### config.mk
export PLATFORM = sky130hd
export DESIGN_NAME = div_sub_sequencer_fsm
export DESIGN_NICKNAME = d
export VERILOG_FILES = /design/src/rtl/alu_defs_pkg.sv /design/src/rtl/div_iter_counter.sv /design/src/rtl/div_sub_sequencer_fsm.sv
export SDC_FILE = /design/constraint.sdc
export NUM_CORES = 1
export LEC_CHECK = 0
export ABC_AREA = 1
export ABC_CLOCK_PERIOD_IN_PS = 2500
export BUFFER_PORTS_ARGS = -buffer_cell sky130_fd_sc_hd__clkbuf_2
export CAP_MARGIN = 10
export CELL_PAD_IN_SITES_DETAIL_PLACEMENT = 0
export CELL_PAD_IN_SITES_GLOBAL_PLACEMENT = 1
export CORE_MARGIN = 8
export CORE_UTILIZATION = 35
export DETAILED_ROUTE_END_ITERATION = 10
export PLACE_DENSITY_LB_ADDON = 0.1
export SYNTH_ARGS = -nofsm -noshare
export SYNTH_HDL_FRONTEND = slang
export SYNTH_SLANG_ARGS = --single-unit
### constraint.sdc
create_clock -name Clk -period 2.5 [get_ports Clk]
set_input_delay 0.375 -clock Clk [delete_from_list [all_inputs] [get_ports Clk]]
set_output_delay 0.375 -clock Clk [all_outputs]
set_load 0.02 [all_outputs]
### src/rtl/alu_defs_pkg.sv
// Shared ALU opcode, flag-index and sequencer state definitions for the
// register-file/ALU datapath controllers.
package alu_defs_pkg;

    localparam logic [7:0] OP_NOP   = 8'h00;
    localparam logic [7:0] OP_XOR   = 8'h03;
    localparam logic [7:0] OP_SUB   = 8'h09;
    localparam logic [7:0] OP_CMP   = 8'h0B;
    localparam logic [7:0] OP_ADDUI = 8'h60;
    localparam logic [7:0] OP_CMPI  = 8'hB0;

    localparam int FLAG_C = 0;
    localparam int FLAG_L = 1;
    localparam int FLAG_F = 2;
    localparam int FLAG_Z = 3;
    localparam int FLAG_N = 4;

    typedef enum logic [3:0] {
        S_IDLE     = 4'd0,
        S_CLR_REM  = 4'd1,
        S_LD_REM   = 4'd2,
        S_CLR_DIV  = 4'd3,
        S_LD_DIV   = 4'd4,
        S_CLR_QUO  = 4'd5,
        S_CHK_ZERO = 4'd6,
        S_ZTEST    = 4'd7,
        S_CMP      = 4'd8,
        S_CTEST    = 4'd9,
        S_SUB      = 4'd10,
        S_INC      = 4'd11,
        S_DONE     = 4'd12
    } div_state_t;

    // Multiply sequencer states share this package so both controllers
    // agree on one datapath vocabulary.
    typedef enum logic [3:0] {
        M_IDLE     = 4'd0,
        M_CLR_ACC  = 4'd1,
        M_LD_MCAND = 4'd2,
        M_LD_MPLR  = 4'd3,
        M_CHK      = 4'd4,
        M_TEST     = 4'd5,
        M_ADD      = 4'd6,
        M_DEC      = 4'd7,
        M_DONE     = 4'd8
    } mul_state_t;

endpackage

### src/rtl/div_iter_counter.sv
// Subtraction counter for the divide sequencer, with the abort-limit compare.
module div_iter_counter
    import alu_defs_pkg::*;
#(
    parameter int          BIT_WIDTH = 16,
    parameter int unsigned MAX_ITER  = 16'hFFFF
) (
    input  logic                 Clk,
    input  logic                 Rst,
    input  logic                 clear,
    input  logic                 inc,
    output logic [BIT_WIDTH-1:0] count,
    output logic                 at_max
);

    // NOTE: sequential state is always updated with <= so every flop samples
    // the pre-edge value regardless of process ordering.
    always_ff @(posedge Clk) begin
        if (Rst) begin
            count <= '0;
        end else if (clear) begin
            count <= '0;
        end else if (inc) begin
            count <= count + 1'b1;
        end
    end

    assign at_max = (count == BIT_WIDTH'(MAX_ITER));

endmodule

### src/rtl/div_sub_sequencer_fsm.sv
// Moore controller driving the shared register-file/ALU datapath through an
// unsigned repeated-subtraction divide with a Start/Busy/Done handshake.
module div_sub_sequencer_fsm
    import alu_defs_pkg::*;
#(
    parameter int          BIT_WIDTH    = 16,
    parameter int          OPCODE_WIDTH = 8,
    parameter int          FLAG_WIDTH   = 5,
    parameter int          SEL_WIDTH    = 4,
    parameter int          REM_REG      = 0,
    parameter int          DIV_REG      = 1,
    parameter int          QUO_REG      = 2,
    parameter int unsigned MAX_ITER     = 16'hFFFF
) (
    input  logic                    Clk,
    input  logic                    Rst,
    input  logic                    Start,
    input  logic [BIT_WIDTH-1:0]    Dividend,
    input  logic [BIT_WIDTH-1:0]    Divisor,
    input  logic [FLAG_WIDTH-1:0]   Flags,
    output logic [SEL_WIDTH-1:0]    Rsrc_mux_sel,
    output logic [SEL_WIDTH-1:0]    Rdest_mux_sel,
    output logic                    Imm_mux_sel,
    output logic [BIT_WIDTH-1:0]    Imm_val,
    output logic [OPCODE_WIDTH-1:0] Opcode,
    output logic [BIT_WIDTH-1:0]    Reg_File_En,
    output logic                    Busy,
    output logic                    Done,
    output logic                    Div_By_Zero,
    output logic                    Overflow,
    output logic [BIT_WIDTH-1:0]    Iter_Count
);

    div_state_t           ps, ns;
    logic [BIT_WIDTH-1:0] dividend_q, divisor_q;
    logic                 accept, set_dbz, set_ovf;
    logic                 at_max;
    logic                 unused_flags;

    assign unused_flags = ^{Flags[FLAG_C], Flags[FLAG_F], Flags[FLAG_N]};

    function automatic logic [BIT_WIDTH-1:0] reg_bit(input int idx);
        return {{(BIT_WIDTH-1){1'b0}}, 1'b1} << idx;
    endfunction

    always_ff @(posedge Clk) begin
        if (Rst) begin
            ps <= S_IDLE;
        end else begin
            ps <= ns;
        end
    end

    always_ff @(posedge Clk) begin
        if (Rst) begin
            dividend_q  <= '0;
            divisor_q   <= '0;
            Div_By_Zero <= 1'b0;
            Overflow    <= 1'b0;
        end else if (accept) begin
            dividend_q  <= Dividend;
            divisor_q   <= Divisor;
            Div_By_Zero <= 1'b0;
            Overflow    <= 1'b0;
        end else begin
            if (set_dbz) Div_By_Zero <= 1'b1;
            if (set_ovf) Overflow    <= 1'b1;
        end
    end

    div_iter_counter #(
        .BIT_WIDTH (BIT_WIDTH),
        .MAX_ITER  (MAX_ITER)
    ) u_iter (
        .Clk    (Clk),
        .Rst    (Rst),
        .clear  (accept),
        .inc    (ps == S_SUB),
        .count  (Iter_Count),
        .at_max (at_max)
    );

    // NOTE: every signal assigned here gets a default first, so no path
    // through the case statement can infer a latch.
    always_comb begin
        ns            = ps;
        accept        = 1'b0;
        set_dbz       = 1'b0;
        set_ovf       = 1'b0;
        Rsrc_mux_sel  = '0;
        Rdest_mux_sel = '0;
        Imm_mux_sel   = 1'b0;
        Imm_val       = '0;
        Opcode        = OPCODE_WIDTH'(OP_NOP);
        Reg_File_En   = '0;
        Done          = 1'b0;

        case (ps)
            S_IDLE: begin
                if (Start) begin
                    accept = 1'b1;
                    ns     = S_CLR_REM;
                end
            end
            S_CLR_REM: begin
                Opcode        = OPCODE_WIDTH'(OP_XOR);
                Rsrc_mux_sel  = SEL_WIDTH'(REM_REG);
                Rdest_mux_sel = SEL_WIDTH'(REM_REG);
                Reg_File_En   = reg_bit(REM_REG);
                ns            = S_LD_REM;
            end
            S_LD_REM: begin
                Opcode        = OPCODE_WIDTH'(OP_ADDUI);
                Rdest_mux_sel = SEL_WIDTH'(REM_REG);
                Imm_mux_sel   = 1'b1;
                Imm_val       = dividend_q;
                Reg_File_En   = reg_bit(REM_REG);
                ns            = S_CLR_DIV;
            end
            S_CLR_DIV: begin
                Opcode        = OPCODE_WIDTH'(OP_XOR);
                Rsrc_mux_sel  = SEL_WIDTH'(DIV_REG);
                Rdest_mux_sel = SEL_WIDTH'(DIV_REG);
                Reg_File_En   = reg_bit(DIV_REG);
                ns            = S_LD_DIV;
            end
            S_LD_DIV: begin
                Opcode        = OPCODE_WIDTH'(OP_ADDUI);
                Rdest_mux_sel = SEL_WIDTH'(DIV_REG);
                Imm_mux_sel   = 1'b1;
                Imm_val       = divisor_q;
                Reg_File_En   = reg_bit(DIV_REG);
                ns            = S_CLR_QUO;
            end
            S_CLR_QUO: begin
                Opcode        = OPCODE_WIDTH'(OP_XOR);
                Rsrc_mux_sel  = SEL_WIDTH'(QUO_REG);
                Rdest_mux_sel = SEL_WIDTH'(QUO_REG);
                Reg_File_En   = reg_bit(QUO_REG);
                ns            = S_CHK_ZERO;
            end
            S_CHK_ZERO: begin
                Opcode        = OPCODE_WIDTH'(OP_CMPI);
                Rdest_mux_sel = SEL_WIDTH'(DIV_REG);
                Imm_mux_sel   = 1'b1;
                ns            = S_ZTEST;
            end
            // Flags from a compare are registered, so they are read one state later.
            S_ZTEST: begin
                if (Flags[FLAG_Z]) begin
                    set_dbz = 1'b1;
                    ns      = S_DONE;
                end else begin
                    ns      = S_CMP;
                end
            end
            S_CMP: begin
                Opcode        = OPCODE_WIDTH'(OP_CMP);
                Rsrc_mux_sel  = SEL_WIDTH'(DIV_REG);
                Rdest_mux_sel = SEL_WIDTH'(REM_REG);
                ns            = S_CTEST;
            end
            S_CTEST: begin
                if (Flags[FLAG_L]) begin
                    ns      = S_DONE;
                end else if (at_max) begin
                    set_ovf = 1'b1;
                    ns      = S_DONE;
                end else begin
                    ns      = S_SUB;
                end
            end
            S_SUB: begin
                Opcode        = OPCODE_WIDTH'(OP_SUB);
                Rsrc_mux_sel  = SEL_WIDTH'(DIV_REG);
                Rdest_mux_sel = SEL_WIDTH'(REM_REG);
                Reg_File_En   = reg_bit(REM_REG);
                ns            = S_INC;
            end
            S_INC: begin
                Opcode        = OPCODE_WIDTH'(OP_ADDUI);
                Rdest_mux_sel = SEL_WIDTH'(QUO_REG);
                Imm_mux_sel   = 1'b1;
                Imm_val       = BIT_WIDTH'(1);
                Reg_File_En   = reg_bit(QUO_REG);
                ns            = S_CMP;
            end
            S_DONE: begin
                Done = 1'b1;
                ns   = S_IDLE;
            end
            default: begin
                ns = S_IDLE;
            end
        endcase
    end

    assign Busy = (ps != S_IDLE);

endmodule

==> results.md <==
* Run status: completed
* Die width at 103 um
* Data arrival, critical path at 1.75 ns
* Root Driver: clkbuf_8
* Cell taking the most area after synthesis: dfxtp_1
* Pleak at 1.45 nW
* Power consumption at 1.95 mW
* Most instantiated cells after synthesis: inv_1, dfxtp_1, a21oi_1
* Core area at 7250 um2
* Worst hold-check path type: in2reg
* 1st-iter DRT viols at 40
* Maximum number of pins on one net before global-route repair at 65
* Clk_lat worst skew at 0.30 ns
* DP Wirelength at 5320 um
* Post-Synth Adder-Cell Area at 0.476%
* Crit Path Category: reg2out
* Number of global-route vias before repair at 2409
* Post-DRT Antenna Nets at 0
* Cell Pwr Density at 611 nW/um2
* Initial Util at 36.2%
* Multiplexer area fraction after synthesis at 0%
* Most frequent cell after synthesis: inv_1
* Final #Nets at 493
* Synth Area in Compound Gates at 21.4%
* Final Hold Viols at 0
* Max-slew violations at 0
* Slew HR at 64.7%
* Clock Path Buffers at 2
* Max Clock Skew at 0.00720 ns
* Reg2Reg Setup Slack at 0.94 ns
* Yosys Warn Count at 0
* Internal Power at 1.37 mW
* Wirelength per Cell at 12.7 um
* CTS clock-pin slew for the worst setup and hold paths at 0.09 ns
* Worst r2r src: u_iter.count[0]
* Critical path startpoint category: flop
* Crit path from: ps[2]
* Fmax at 0.470 GHz
* Final setup TNS at 0 ns
* Die Y-Extent at 103 um
* Comb pwr share at 20.1%
* IO buf count at 87
* Met2 usage at 20.6%
* Full die area at 10500 um2
* Pre-Repair DR Iteration Count at 4
* Clk pwr share at 30.9%
* Max_cap viols at 0
* Simple-gate share of the synthesized area at 17.2%
* Final Setup Violations at 0
* Worst VDD drop at 261 uV
* Largest family of logic cells by synthesized area: compound AO/OA/AOI/OAI gates
* Ys async rst share at 0%
* Drt total wl at 6980 um
* Via Count at 2501
* Least-Margin Pin Slew at 0.529 ns
* Reg power frac at 49.0%
* Clock sinks at 54
* Setup crit end kind: primary output
* WP data required at 2.12 ns
* Filler cells at 806
* XOR/XNOR share of the synthesized area at 1.33%
* Crit path capture: Opcode[5]
* Ys flop type: dfxtp_1
* Yosys reg bits at 54
* CP max FO at 5
* Setup repair bufs after CTS at 0
* GR Layer Usage met1 at 17.5%
* Synth-to-layout area growth at 21.2%
* Sequential area share after synthesis at 41.2%
* Layout cells sized above 1 at 23.5%
* CTS tree: built
* Share of the synthesized area in the top cell type at 41.2%
* Post-synth EDFFs at 0
* RSZ-0062 raised after global routing: no
* Cts repair resizes at 0
* Worst reg2reg path depth at 7
* DR vias/cell at 4.54
* Fin crit period at 2.13 ns
* Routability Congestion at 0.832
* Psw at 0.573 mW
* Initial antenna violation count at 0
* CTS Buf Count at 5
* First-pass GRT wire length at 11300 um
* Tcrit/Tclk final at 85.1%
* Switching Fraction at 29.4%
* Mapped Cells at 371
* GRT met3 Usage at 3.85%
* Post-Syn Area at 2630 um2
* RR Endpoint: u_iter.count[10]
* DRC Markers at 0
* Largest cells by area after synthesis: dfxtp_1, inv_1, a21oi_1, o21ai_0, buf_4
* Hold_buf cts at 0
* Number of distinct library cells after synthesis at 26
* Row count at 31
* H-tree depth at 2
* Post-synthesis average cell area at 7.08 um2
* Diodes inserted at 0
* Total track usage at 13.3%
* Gr busiest metal: met2
* # IOs at 109
* GRT overflow at 0
-- state kept, by name, indices dropped and copies added, names as in the netlist --
signal,cells
ps,4
Div_By_Zero,1
Overflow,1
dividend_q,16
divisor_q,16
u_iter.count,16
-- metrics by stage --
stage / util [%] / worst slack, ns / cells / hold slack, ns / instance area (um2)
6_report: 43.9 / 0.373 / 551 / 0.296 / 3180
2_1_floorplan: - / 0.642 / 388 / 0.429 / 2690
3_3_place_gp: 42.3 / 0.696 / 544 / 0.436 / 3070
3_5_place_dp: 42.3 / 0.673 / 544 / 0.442 / 3070
5_1_grt: 43.9 / 0.229 / 551 / 0.291 / 3180
4_1_cts: 43.9 / 0.327 / 551 / 0.284 / 3180
-- routing by layer --
metal	vias up	routed length, um
li1	1323	-
met1	1104	3350
met2	69	3070
met3	5	498
met4	0	61
met5	-	0
-- power by group through the flow --
stage / logic, mW / registers (mW) / clock network, mW
3_3_place_gp: 0.393 / 0.973 / 0
2_1_floorplan: 0.305 / 0.970 / 0
6_report: 0.391 / 0.954 / 0.601
3_5_place_dp: 0.395 / 0.975 / 0
5_1_grt: 0.441 / 0.962 / 0.659
4_1_cts: 0.396 / 0.955 / 0.619
-- placed cells by master, fill, tap and decap left out, drive strengths merged, types with 4 or more instances in the layout --
master  netlist  routed
o21ai        38      38
nand2        44      44
a21oi        48      48
nor2         28      28
nand3        13      13
inv          69      69
o22ai        15      15
nor3          4       4
clkbuf        8      93
conb          1      18
buf          27       5
nand4         9       9
dfxtp        54      54
-- cell type report --
class	instances	area, um2	share of cell area (%)
multi-input combinational	230	1130	35.6
sequential	54	1080	33.9
timing repair buffer	92	473	14.9
inverter	69	259	8.13
tap	99	124	3.89
clock buffer	6	82.6	2.59
clock inverter	1	30.0	0.943
-- worst max-delay path: stages, from the launching register on --
cell and delay [ns]:
dfxtp_1 0.36, inv_1 0.08, nor2_1 0.25, inv_1 0.11, nor2_1 0.27, inv_1 0.12, nand4_1 0.09, clkbuf_2 0.17
-- how the worst min path moves through the flow --
stage / startpoint / to / slack (ns) / cells after the start
floorplan: divisor_q[1] / divisor_q[1] / 0.43 / 2
global placement: Div_By_Zero / Div_By_Zero / 0.44 / 2
detailed placement: Div_By_Zero / Div_By_Zero / 0.44 / 2
CTS: Rst / ps[2] / 0.28 / 2
global route: Rst / ps[1] / 0.29 / 2
finish: Rst / ps[3] / 0.30 / 2
-- cell families after synthesis --
family	after synthesis
buf+inv	104
fa+ha+maj	1
simple gates	101
compound gates	106
xor+xnor	4
flops	54
other cells	1
Power figures use the tool's default switching activity.
